==> config.mk <==
export PLATFORM = sky130hd
export DESIGN_NAME = tank_bullet
export DESIGN_NICKNAME = d
export VERILOG_FILES = /design/src/rtl/tank_pkg.sv /design/src/rtl/grid_step.sv /design/src/rtl/tank_bullet.sv
export SDC_FILE = /design/constraint.sdc
export NUM_CORES = 1
export LEC_CHECK = 0
export CORE_UTILIZATION = 50
export DETAILED_ROUTE_END_ITERATION = 10
export PLACE_DENSITY = 0.82
export SLEW_MARGIN = 20
export SYNTH_ARGS = -nofsm -noshare
export SYNTH_HDL_FRONTEND = slang
export SYNTH_HIERARCHICAL = 1
export SYNTH_SLANG_ARGS = --single-unit
==> constraint.sdc <==
create_clock -name clk -period 2.03 [get_ports clk]
set_input_delay 0.5075 -clock clk [delete_from_list [all_inputs] [get_ports clk]]
set_output_delay 0.5075 -clock clk [all_outputs]
set_load 0.005 [all_outputs]
==> src/rtl/tank_pkg.sv <==
// Shared tank game package: direction encoding, map size and bullet FSM states.
// Used by the tank position stage, the bullet engine and the VGA renderer.
package tank_pkg;

    // Largest legal cell coordinate on either axis (legal range 0..MAP_MAX_DEF)
    localparam int MAP_MAX_DEF = 39;
    localparam int COORD_W     = 6;

    // Full direction set; STAND is only meaningful for tank motion
    typedef enum logic [2:0] {
        DIR_UP    = 3'd0,
        DIR_DOWN  = 3'd1,
        DIR_LEFT  = 3'd2,
        DIR_RIGHT = 3'd3,
        DIR_STAND = 3'd4
    } dir_e;

    // 2-bit facing form (UP/DOWN/LEFT/RIGHT only)
    typedef logic [1:0] dir2_t;

    localparam dir2_t D2_UP    = 2'd0;
    localparam dir2_t D2_DOWN  = 2'd1;
    localparam dir2_t D2_LEFT  = 2'd2;
    localparam dir2_t D2_RIGHT = 2'd3;

    // Bullet engine states; BS_COOL is reachable only in cooldown builds
    typedef enum logic [1:0] {
        BS_IDLE = 2'd0,
        BS_FLY  = 2'd1,
        BS_COOL = 2'd2
    } bullet_state_e;

endpackage

==> src/rtl/grid_step.sv <==
// One-cell grid step: given a cell and a facing, returns the neighbour cell
// and whether it lies on the map. The range check happens before the +/-1 so
// the 6-bit coordinates never wrap; when out of range the input cell is echoed.
module grid_step
    import tank_pkg::*;
#(
    parameter int MAP_MAX = MAP_MAX_DEF
) (
    input  logic [COORD_W-1:0] x,
    input  logic [COORD_W-1:0] y,
    input  dir2_t              dir,
    output logic [COORD_W-1:0] next_x,
    output logic [COORD_W-1:0] next_y,
    output logic               in_range
);

    localparam logic [COORD_W-1:0] EDGE = COORD_W'(MAP_MAX);

    // Neighbour cell in the facing direction, guarded against the map edge
    always_comb begin
        next_x   = x;
        next_y   = y;
        in_range = 1'b0;
        case (dir)
            D2_UP: begin
                in_range = (y != '0);
                if (in_range) next_y = y - 1'b1;
            end
            D2_DOWN: begin
                in_range = (y < EDGE);
                if (in_range) next_y = y + 1'b1;
            end
            D2_LEFT: begin
                in_range = (x != '0);
                if (in_range) next_x = x - 1'b1;
            end
            default: begin
                in_range = (x < EDGE);
                if (in_range) next_x = x + 1'b1;
            end
        endcase
    end

endmodule

==> src/rtl/tank_bullet.sv <==
// Single-bullet projectile engine, one per tank.
// Spawns a bullet one cell ahead of the tank on fire, advances it one cell
// every STEP_FRAMES frame ticks, and kills it on hit or at the map edge.
// Optional build macro TANK_BULLET_COOLDOWN_EN adds a COOL state that locks
// out firing for COOLDOWN_FRAMES frame ticks after each bullet death.
module tank_bullet
    import tank_pkg::*;
#(
    parameter int MAP_MAX         = MAP_MAX_DEF,
    parameter int STEP_FRAMES     = 2,
    parameter int COOLDOWN_FRAMES = 8
) (
    input  logic               clk,
    input  logic               rst_n,
    input  logic               frame_tick,
    input  logic               fire,
    input  logic [COORD_W-1:0] tank_x,
    input  logic [COORD_W-1:0] tank_y,
    input  dir2_t              tank_dir,
    input  logic               hit,
    output logic               fire_ack,
    output logic               bullet_active,
    output logic [COORD_W-1:0] bullet_x,
    output logic [COORD_W-1:0] bullet_y,
    output dir2_t              bullet_dir
);

    localparam int             STEP_W    = $clog2(STEP_FRAMES + 1);
    localparam logic [STEP_W-1:0] STEP_LAST = STEP_W'(STEP_FRAMES - 1);

    if (STEP_FRAMES < 1 || COOLDOWN_FRAMES < 1) begin : g_param_check
        $error("tank_bullet: STEP_FRAMES and COOLDOWN_FRAMES must be >= 1");
    end

    bullet_state_e      state, state_nxt;
    logic [STEP_W-1:0]  step_cnt;
    logic               do_spawn, do_move, do_die, step_clr, step_inc;

    logic [COORD_W-1:0] spawn_x, spawn_y, move_x, move_y;
    logic               spawn_ok, move_ok;

    // Spawn cell is the tank cell stepped once in the facing direction
    grid_step #(.MAP_MAX(MAP_MAX)) u_spawn_step (
        .x        (tank_x),
        .y        (tank_y),
        .dir      (tank_dir),
        .next_x   (spawn_x),
        .next_y   (spawn_y),
        .in_range (spawn_ok)
    );

    // Next flight cell is the bullet cell stepped once in its travel direction
    grid_step #(.MAP_MAX(MAP_MAX)) u_move_step (
        .x        (bullet_x),
        .y        (bullet_y),
        .dir      (bullet_dir),
        .next_x   (move_x),
        .next_y   (move_y),
        .in_range (move_ok)
    );

`ifdef TANK_BULLET_COOLDOWN_EN
    localparam int                COOL_W    = $clog2(COOLDOWN_FRAMES + 1);
    localparam logic [COOL_W-1:0] COOL_LOAD = COOL_W'(COOLDOWN_FRAMES);
    logic [COOL_W-1:0] cool_cnt;

    // Cooldown counter: loaded on death, counts frame ticks down while cooling
    always_ff @(posedge clk or negedge rst_n) begin
        if (!rst_n) begin
            cool_cnt <= '0;
        end else if (do_die) begin
            cool_cnt <= COOL_LOAD;
        end else if (state == BS_COOL && frame_tick && cool_cnt != '0) begin
            cool_cnt <= cool_cnt - 1'b1;
        end
    end
`endif

    // State register
    always_ff @(posedge clk or negedge rst_n) begin
        if (!rst_n) state <= BS_IDLE;
        else        state <= state_nxt;
    end

    // Next-state and datapath strobes; hit outranks a simultaneous frame tick
    always_comb begin
        state_nxt = state;
        do_spawn  = 1'b0;
        do_move   = 1'b0;
        do_die    = 1'b0;
        step_clr  = 1'b0;
        step_inc  = 1'b0;
        case (state)
            BS_IDLE: begin
                if (fire && spawn_ok) begin
                    do_spawn  = 1'b1;
                    state_nxt = BS_FLY;
                end
            end
            BS_FLY: begin
                if (hit) begin
                    do_die = 1'b1;
                end else if (frame_tick) begin
                    if (step_cnt == STEP_LAST) begin
                        step_clr = 1'b1;
                        if (move_ok) do_move = 1'b1;
                        else         do_die  = 1'b1;
                    end else begin
                        step_inc = 1'b1;
                    end
                end
                if (do_die) begin
`ifdef TANK_BULLET_COOLDOWN_EN
                    state_nxt = BS_COOL;
`else
                    state_nxt = BS_IDLE;
`endif
                end
            end
`ifdef TANK_BULLET_COOLDOWN_EN
            BS_COOL: begin
                // Leave on the tick that takes the counter to zero
                if (frame_tick && cool_cnt <= 1) state_nxt = BS_IDLE;
            end
`endif
            default: state_nxt = BS_IDLE;
        endcase
    end

    // Outputs decoded from state
    always_comb begin
        bullet_active = (state == BS_FLY);
    end

    // Bullet position, direction, step counter and accept pulse
    always_ff @(posedge clk or negedge rst_n) begin
        if (!rst_n) begin
            fire_ack   <= 1'b0;
            bullet_x   <= '0;
            bullet_y   <= '0;
            bullet_dir <= D2_UP;
            step_cnt   <= '0;
        end else begin
            fire_ack <= do_spawn;
            if (do_spawn) begin
                bullet_x   <= spawn_x;
                bullet_y   <= spawn_y;
                bullet_dir <= tank_dir;
            end else if (do_move) begin
                bullet_x <= move_x;
                bullet_y <= move_y;
            end
            if (do_spawn || step_clr) step_cnt <= '0;
            else if (step_inc)        step_cnt <= step_cnt + 1'b1;
        end
    end

endmodule

==> results of run 1 <==
## cell families after synthesis
group                      count (synthesis)  synth area share, %
DFF                                       18                 20.0
adders and majority gates                 14                 7.76
buffers and inverters                     32                 6.76
and+or+nand+nor                          119                 30.2
AOI/OAI and AO/OA                        110                 31.9
xor gates and xnor gates                   4                 1.55
muxes                                      4                 1.88
## layout make-up
| cell class | count | area, sq um | area share, % |
|---|---|---|---|
| multi-input cells | 251 | 1850 | 55.4 |
| repair buffers | 102 | 872 | 26.1 |
| flip-flops and latches | 18 | 452 | 13.5 |
| well taps | 52 | 65.1 | 1.95 |
| inverters | 12 | 55.1 | 1.65 |
| clock buffers | 3 | 41.3 | 1.23 |
| repair inverters | 1 | 6.26 | 0.187 |
## report_power, final
part,internal [mW],switching [mW],leakage (nW)
registers,0.477,0.210,0.208
logic,0.990,0.957,1.19
clock network,0.132,0.117,0.0216
total,1.60,1.28,1.42
## critical path: stages, from the launching register on
cell      delay, ns
dfrtp_1        0.40
inv_1          0.10
ha_1           0.16
nor3b_4        0.22
a211oi_2       0.12
nor2_2         0.15
nand2_2        0.09
and2_4         0.18
buf_12         0.14
a31oi_1        0.25
a21oi_1        0.13
## cells in the final DEF, fill, tap and decap left out, types with 3 or more instances in the layout
| cell type | count |
|---|---|
| dlymetal6s2s_1 | 4 |
| xnor2_1 | 4 |
| nor3_1 | 10 |
| a21oi_1 | 22 |
| a21oi_2 | 3 |
| nand2b_1 | 4 |
| nor2_4 | 5 |
| a31oi_1 | 14 |
| dlygate4sd2_1 | 4 |
| o21ai_2 | 3 |
| clkdlybuf4s50_1 | 22 |
| nand3_1 | 8 |
| nand2_2 | 3 |
| nor4_1 | 6 |
| nand4_1 | 4 |
| clkbuf_8 | 3 |
| a31oi_2 | 3 |
| inv_1 | 8 |
| dfrtp_1 | 17 |
| a22o_1 | 4 |
| nor2b_1 | 11 |
| clkbuf_2 | 4 |
| nand3b_1 | 4 |
| ha_1 | 11 |
| nor2_2 | 7 |
| buf_6 | 3 |
| o21ai_0 | 25 |
| nand2_1 | 20 |
| a211o_1 | 10 |
| buf_4 | 63 |
| nor2_1 | 14 |
## layer usage
layer	routed length, microns	track usage (%)	up-vias
met5	0	0	-
met3	428	1.74	10
met2	3670	49.5	148
li1	-	-	1303
met4	122	10.7	0
met1	2940	35.1	1302
## state kept, by name, indices dropped and copies added, names as in the netlist
register and cells:
bullet_dir 2, step_cnt 2, bullet_x 6, fire_ack 1, state 1, bullet_y 6
## through the flow
stage	cell area [sq um]	setup slack (ns)
2_1_floorplan	2270	0.00510
3_5_place_dp	3060	-0.577
4_1_cts	3180	0.00237
5_1_grt	3340	-0.0936
6_report	3340	-0.0489
3_3_place_gp	3060	-0.481
## worst paths after layout
kind                                             endpoint  slack, ns
worst max register to register    bullet_y[2]$_DFFE_PN0P_      -0.05
min in group clk                  step_cnt[1]$_DFFE_PN0P_       0.57
max in group asynchronous       bullet_dir[1]$_DFFE_PN0P_       1.24
worst min-delay path              bullet_y[0]$_DFFE_PN0P_       0.57
worst min register to register    step_cnt[1]$_DFFE_PN0P_       0.57
worst max-delay path              bullet_y[2]$_DFFE_PN0P_      -0.05
## timing repair
| action | CTS | global route |
|---|---|---|
| endpoints found under the setup margin | 19 | 17 |
| gates cloned | 2 | 0 |
| pin swaps | 6 | 18 |
| setup buffers | 2 | 0 |
| resized for setup | 27 | 52 |
| endpoints found under the hold margin | 0 | 0 |
==> flow_summary.toml, run 1 <==
[pwr]
p_leak_nw = 1.42
pwr_density_cell_nw_per_um2 = 862
power_mw = 2.88
ir_worst_vdd_mv = 0.335

[route]
drtIter0Drc = 286
routed-via-count = 2763
drc = 0
vias_per_cell = 6.29
final_antenna_net_count = 0
routed_wl_microns = 7160
dr.pass1.iters = 7
post_drt_wl_per_cell_microns = 16.3

[grt]
grt_pass1_vias = 2434
grt_max_degree = 19
antenna_found_initial = 0
grt_usage_pct = 27.8
grt_pass1_wl_microns = 11000
grt_overflow = 0

[critical_path]
cp_max_fo = 12
critPathKind = "reg -> reg"
crit_arrival_ns = 2.20
worstSetupEndpointType = "flop"
crit_start = "bullet_y[1]$_DFFE_PN0P_"
r2r-start = "bullet_y[1]$_DFFE_PN0P_"
crit_required_ns = 2.15
crit_path_start_kind = "flop"
rr_worst_depth = 10

[worst_hold_path]
hold_path_class = "in -> async"

[synth]
yosysTopAreaCell = "dfrtp_1"
avgSynthCellArea_sq_um = 7.50
synthDominantCellAreaShare_pct = 20.0
synth_edf_count = 0
netlist_area_sq_um = 2260
synth_seq_area_share_pct = 20.0
netlist_instances = 301
synth_cell_types = 46
yosys_warnings = 6
synthTopCellsByArea = "dfrtp_1 20%, ha_1 7.8%, o21ai_0 5.8%"
synth-seq-cells = 18
synth_nets = 334
synth_commonest_cells = "26 x nor2_1, 26 x o21ai_0, 25 x a21oi_1"
ys_async_sr_fraction_pct = 100
ys.flop_type = "dfrtp_1"

[flow_run]
drv_cap = 0

[cts]
clk_pin_slew_ns = 0.07
clkSinkCount = 18
htreeDepth = 1
cts_tree = "built"
cts_root_buffer = "clkbuf_8"
numCtsBuffers = 3
insertion_delay_ns = 0.26
ctsHoldBuffers = 0
cts_buffer_depth = 2

[floorplan]
fp.dieArea_sq_um = 4790
core.rowCount = 24
die_y_microns = 69.2
core_sq_um = 4350
io_pins = 35
die_x_microns = 69.2
start_util_pct = 51.8

[place]
gp_congestion = 0.912
dp_cells = 432
port_buffers = 34
dpl.hpwl_microns = 4850

[timing]
timing.setup.tns_ns = -0.0489
hold_viol = 0
fmax_mhz = 481
fin_crit_sh_pct = 102
fin_ws_ns = -0.0489
worst_pin_slew_ns = 0.418
final-max-slew-violation-count = 0
fin_hold_ws_ns = 0.569
rsz0062_at_grt = "true"
slew_headroom_pct = 72.1
fin_skew_ns = 0.00805
finalSetupViolCount = 1
fin_crit_ns = 2.08

[layout]
finalNonFillerCells = 439
fin_nets = 422
utilization_pct = 76.8
fillers = 313
final_layout_size_suffix_gt1_share_pct = 34.4
antenna_cells = 0
area_delta_synth_final_pct = 48.2

[outcome]
outcome = "finished with violations"
violations = "setup timing"
Power figures use the tool's default switching activity.
==> inputs of run 2 (changes only) <==
--- a/config.mk
+++ b/config.mk
@@ -5,9 +5,10 @@
 export SDC_FILE = /design/constraint.sdc
 export NUM_CORES = 1
 export LEC_CHECK = 0
-export CORE_UTILIZATION = 50
+export CORE_UTILIZATION = 58
 export DETAILED_ROUTE_END_ITERATION = 10
-export PLACE_DENSITY = 0.82
+export DONT_BUFFER_PORTS = 1
+export PLACE_DENSITY = 0.8
 export SLEW_MARGIN = 20
 export SYNTH_ARGS = -nofsm -noshare
 export SYNTH_HDL_FRONTEND = slang
==> flow_summary.toml, run 2 (same netlist as run 1, synthesis figures left out) <==
[layout]
area_delta_synth_final_pct = 22.1
utilization_pct = 74.7
multi_input_area_sq_um = 1810
antenna_cells = 0
final_common_cell = "buf_4"
fillers = 287
design_area_sq_um = 2760
fin_nets = 361
seq_area_sq_um = 452
largestRegisters = "bullet_x (6), bullet_y (6)"
finalNonFillerCells = 375
layout_common_cells = "39 x buf_4, 25 x nor2_1, 22 x o21ai_0"
final_layout_size_suffix_gt1_share_pct = 26.3

[critical_path]
path_buf_inv = 2
crit_path_start_kind = "flop"
crit_arrival_ns = 2.21
cpLargestDelayFamily = "compound AO/OA/AOI/OAI gates"
cp_slowest_cell = "dfrtp_1"
slowest_delay_ns = 0.43
critPathKind = "reg -> reg"
worstSetupEndpointType = "flop"
worstPathCellList = "inv_2 -> ha_1 -> nor3b_4 -> a211oi_4 -> nor2_4 -> nand2_2 -> and2_4 -> buf_12 -> a31oi_1 -> a21oi_1"
crit_required_ns = 2.20
cp_max_fo = 12

[pwr]
pwr_density_cell_nw_per_um2 = 973
ir_worst_vdd_mv = 0.361
p_int_mw = 1.45
p_leak_nw = 1.12
switching_share_pct = 46.0
seq_power_share_pct = 24.8
switching_power_mw = 1.23
pwr-share-comb_pct = 64.2
power_frac_clock_pct = 11.0

[grt]
grt_overflow = 0
grt_usage_pct = 30.5
antenna_found_initial = 0
grt_pass1_wl_microns = 10100
grt_pass1_vias = 2259
grt_max_degree = 19

[outcome]
outcome = "finished with violations"
violations = "setup timing"

[flow_run]
drv_cap = 0

[cts]
cts_root_buffer = "clkbuf_8"
cts_tree = "built"
clk_pin_slew_ns = 0.07
clkSinkCount = 18
htreeDepth = 1
insertion_delay_ns = 0.26
cts_buffer_depth = 2
numCtsBuffers = 3

[timing]
worst_pin_slew_ns = 0.817
finalSetupViolCount = 1
fin_crit_ns = 2.04
slew_headroom_pct = 45.3
fin_ws_ns = -0.00958
hold_viol = 0
fmax_mhz = 490
fin_crit_sh_pct = 100
fin_skew_ns = 0.00281
timing.setup.tns_ns = -0.00958
rsz0062_at_grt = "true"
final-max-slew-violation-count = 0

[place]
dp_cells = 369
gp_congestion = 0.906
dpl-instance-area_sq_um = 2530
dpl.hpwl_microns = 4650
port_buffers = 0

[floorplan]
core.rowCount = 22
io_pins = 35
start_util_pct = 61.2
die_y_microns = 64.4
core_sq_um = 3690
die_x_microns = 64.4
fp.dieArea_sq_um = 4150

[route]
drc = 0
dr.pass1.iters = 4
routed_wl_microns = 6520
final_antenna_net_count = 0
post_drt_wl_per_cell_microns = 17.4
drtIter0Drc = 195
vias_per_cell = 6.55
routed-via-count = 2458

[worst_hold_path]
hold_path_class = "in -> reg"
[run 2: changes by cell type in the layout (fill, tap and decap cells not counted), sizes merged]
cell and delta:
buf -27, clkdlybuf4s50 -22, dlygate4sd2 -4, dlymetal6s2s -4, clkbuf -3, dlygate4sd3 +1
inv -1
[run 2: power groups by stage]
stage	Combinational, mW	Clock, mW	Sequential (mW)
global route	1.87	0.314	0.689
CTS	1.52	0.291	0.636
global placement	1.46	0	0.636
finish	1.72	0.295	0.666
floorplan	0.961	0	0.636
detailed placement	1.49	0	0.640
[run 2: worst paths after layout]
| check | start | endpoint | slack [ns] | depth (start not counted) |
|---|---|---|---|---|
| max in group asynchronous | rst_n | bullet_dir[1]$_DFFE_PN0P_ | 0.68 | 1 |
| worst min register to register | step_cnt[1]$_DFFE_PN0P_ | step_cnt[1]$_DFFE_PN0P_ | 0.58 | 2 |
| worst min-delay path | tank_dir[1] | bullet_dir[1]$_DFFE_PN0P_ | 0.36 | 2 |
| min in group asynchronous | rst_n | bullet_y[3]$_DFFE_PN0P_ | 0.79 | 1 |
| worst max register to register | bullet_y[0]$_DFFE_PN0P_ | bullet_y[5]$_DFFE_PN0P_ | -0.01 | 10 |
| worst max-delay path | bullet_y[0]$_DFFE_PN0P_ | bullet_y[5]$_DFFE_PN0P_ | -0.01 | 10 |
[run 2: cell type report]
cell class                      count  share of cell area (%)
Timing Repair Buffer               42                    12.1
Tap cell                           48                    2.18
Sequential cell                    18                    16.4
Multi-Input combinational cell    251                    65.6
Clock buffer                        4                    2.00
Inverter                           12                    1.73
[run 2: repair_timing]
item                       4_1_cts  5_1_grt
pin swaps                        0       12
hold endpoints to repair        18        0
gates resized for setup          6       29
setup endpoints to repair       12       12
buffers inserted                 0        2
hold buffers                     1        0
[run 2: metal layers]
metal | global-route usage (%) | up-vias | wire (microns)
met3 | 3.57 | 15 | 265
met4 | 9.17 | 0 | 146
met1 | 40.0 | 1197 | 2780
li1 | - | 1177 | -
met2 | 51.8 | 69 | 3330
met5 | 0 | - | 0
[run 2: worst reg2reg max path, stage by stage, from the launching register on]
cell and delay [ns]:
dfrtp_1 0.43, inv_2 0.07, ha_1 0.20, nor3b_4 0.17
a211oi_4 0.29, nor2_4 0.07, nand2_2 0.09, and2_4 0.16
buf_12 0.15, a31oi_1 0.11, a21oi_1 0.22
[run 2: through the flow]
step                      hold WS [ns]  setup WS [ns]  power, mW
after global routing             0.366        -0.0585       2.87
after CTS                        0.362       -0.00250       2.45
after detailed placement         0.212        -0.0513       2.13
after global placement           0.212        0.00249       2.10
after floorplan                  0.212        0.00510       1.60
final                            0.359       -0.00958       2.68
==> inputs of run 3 (changes only) <==
--- a/config.mk
+++ b/config.mk
@@ -5,10 +5,11 @@
 export SDC_FILE = /design/constraint.sdc
 export NUM_CORES = 1
 export LEC_CHECK = 0
-export CORE_UTILIZATION = 58
+export CORE_UTILIZATION = 50
+export CTS_BUF_LIST = sky130_fd_sc_hd__clkbuf_8
 export DETAILED_ROUTE_END_ITERATION = 10
 export DONT_BUFFER_PORTS = 1
-export PLACE_DENSITY = 0.8
+export PLACE_DENSITY = 0.72
 export SLEW_MARGIN = 20
 export SYNTH_ARGS = -nofsm -noshare
 export SYNTH_HDL_FRONTEND = slang
==> flow_summary.toml, run 3 (same netlist as run 1, synthesis figures left out) <==
[outcome]
outcome = "finished with violations"
violations = "DRC"

[cts]
clk_pin_slew_ns = 0.07
htreeDepth = 1
numCtsBuffers = 3
clkSinkCount = 18
cts_tree = "built"
cts_buffer_depth = 2
cts_root_buffer = "clkbuf_8"
insertion_delay_ns = 0.25

[pwr]
power_mw = 2.59
seq_power_share_pct = 25.0
pwr_density_cell_nw_per_um2 = 965
p_leak_nw = 1.11
switching_share_pct = 43.5
ir_worst_vdd_mv = 0.358
p_int_mw = 1.46
power_frac_clock_pct = 11.3
switching_power_mw = 1.13
pwr-share-comb_pct = 63.7

[layout]
final_common_cell = "buf_4"
fin_nets = 364
layout_common_cells = "43 x buf_4, 25 x o21ai_0, 25 x nor2_1"
final_layout_size_suffix_gt1_share_pct = 25.2
antenna_cells = 0
fillers = 386
largestRegisters = "bullet_x (6), bullet_y (6)"
area_delta_synth_final_pct = 18.8

[floorplan]
core.rowCount = 24
io_pins = 35
start_util_pct = 51.8
fp.dieArea_sq_um = 4790
die_y_microns = 69.2
core_sq_um = 4350
die_x_microns = 69.2

[route]
vias_per_cell = 6.29
routed-via-count = 2403
drc = 1
routed_wl_microns = 5990
final_antenna_net_count = 0
dr.pass1.iters = 9
post_drt_wl_per_cell_microns = 15.7
drtIter0Drc = 165

[grt]
grt_pass1_wl_microns = 9790
grt_pass1_vias = 2163
grt_overflow = 0
grt_max_degree = 19
antenna_found_initial = 0
grt_usage_pct = 24.2

[critical_path]
crit_path_start_kind = "flop"
crit_arrival_ns = 2.08
critPathKind = "reg -> reg"
crit_required_ns = 2.17
worstSetupEndpointType = "flop"
cp_max_fo = 4

[timing]
finalSetupViolCount = 0
final-max-slew-violation-count = 0
hold_viol = 0
slew_headroom_pct = 46.3
fin_crit_sh_pct = 95.9
rsz0062_at_grt = "true"
fmax_mhz = 514
timing.setup.tns_ns = 0
worst_pin_slew_ns = 0.803
fin_hold_ws_ns = 0.363
fin_skew_ns = 0.00176
fin_crit_ns = 1.95

[place]
dpl.hpwl_microns = 4470
port_buffers = 0
gp_congestion = 0.909

[worst_hold_path]
hold_path_class = "in -> reg"

[flow_run]
drv_cap = 0
[run 3: changes by cell type in the layout (fill, tap and decap cells not counted), moves of 2 or more]
cell     before  now
a31oi_4       5    0
a31oi_1      13   17
buf_4        39   43
o21ai_0      22   25
inv_1         9    7
inv_2         2    4
o21ai_1       5    3
[run 3: stage by stage]
step / utilization (%) / setup WS [ns] / cell area, sq um / cells
6_report: 61.6 / 0.0839 / 2680 / 382
5_1_grt: 61.6 / -0.0327 / 2680 / 382
4_1_cts: 60.5 / 0.00801 / 2630 / 381
3_5_place_dp: 58.7 / -0.0612 / 2560 / 376
3_3_place_gp: 58.7 / -0.0195 / 2560 / 376
2_1_floorplan: - / 0.00510 / 2270 / 301
[run 3: per-layer routing]
layer / GRT usage, % / share of wire [%] / up-vias
met5: 0 / 0 / -
met4: 4.99 / 0.74 / 0
met3: 2.62 / 5.1 / 4
met2: 41.6 / 48 / 95
met1: 32.7 / 46 / 1119
li1: - / - / 1185
[run 3: repair_timing]
| action | in CTS | in global routing |
|---|---|---|
| pin swaps | 0 | 13 |
| buffers inserted | 0 | 1 |
| hold endpoints to repair | 18 | 0 |
| hold buffers | 1 | 0 |
| resized for setup | 3 | 16 |
| endpoints found under the setup margin | 12 | 12 |
[run 3: cell type report]
cell class	count	area, sq um	share of cell area, %
timing repair buffer	45	353	13.2
sequential	18	450	16.8
tap	52	65.1	2.43
multi-input combinational	251	1710	63.8
clock buffer	4	55.1	2.05
inverter	12	47.5	1.77
[run 3: path summary, 6_finish.rpt]
kind	slack [ns]	depth (start not counted)	from	end
setup reg to reg	0.08	7	bullet_y[1]$_DFFE_PN0P_	bullet_y[3]$_DFFE_PN0P_
min in group asynchronous	0.78	1	rst_n	fire_ack$_DFF_PN0_
setup / recovery	0.08	7	bullet_y[1]$_DFFE_PN0P_	bullet_y[3]$_DFFE_PN0P_
max in group asynchronous	0.75	1	rst_n	bullet_dir[1]$_DFFE_PN0P_
hold reg to reg	0.57	2	step_cnt[1]$_DFFE_PN0P_	step_cnt[1]$_DFFE_PN0P_
hold / removal	0.36	2	tank_dir[1]	bullet_dir[1]$_DFFE_PN0P_
[run 3: worst max-delay path: stages (launching register included)]
cell and delay (ns):
dfrtp_1 0.43, buf_4 0.16, or4_4 0.55, o21ai_2 0.12, nor2_1 0.04, or3_1 0.31
a31oi_1 0.14, a21oi_1 0.08
[run 3: power groups by stage]
stage	registers, mW	clock network, mW	logic (mW)
floorplan	0.636	0	0.961
global placement	0.636	0	1.50
detailed placement	0.638	0	1.53
CTS	0.633	0.291	1.57
global route	0.668	0.309	1.80
finish	0.647	0.292	1.65
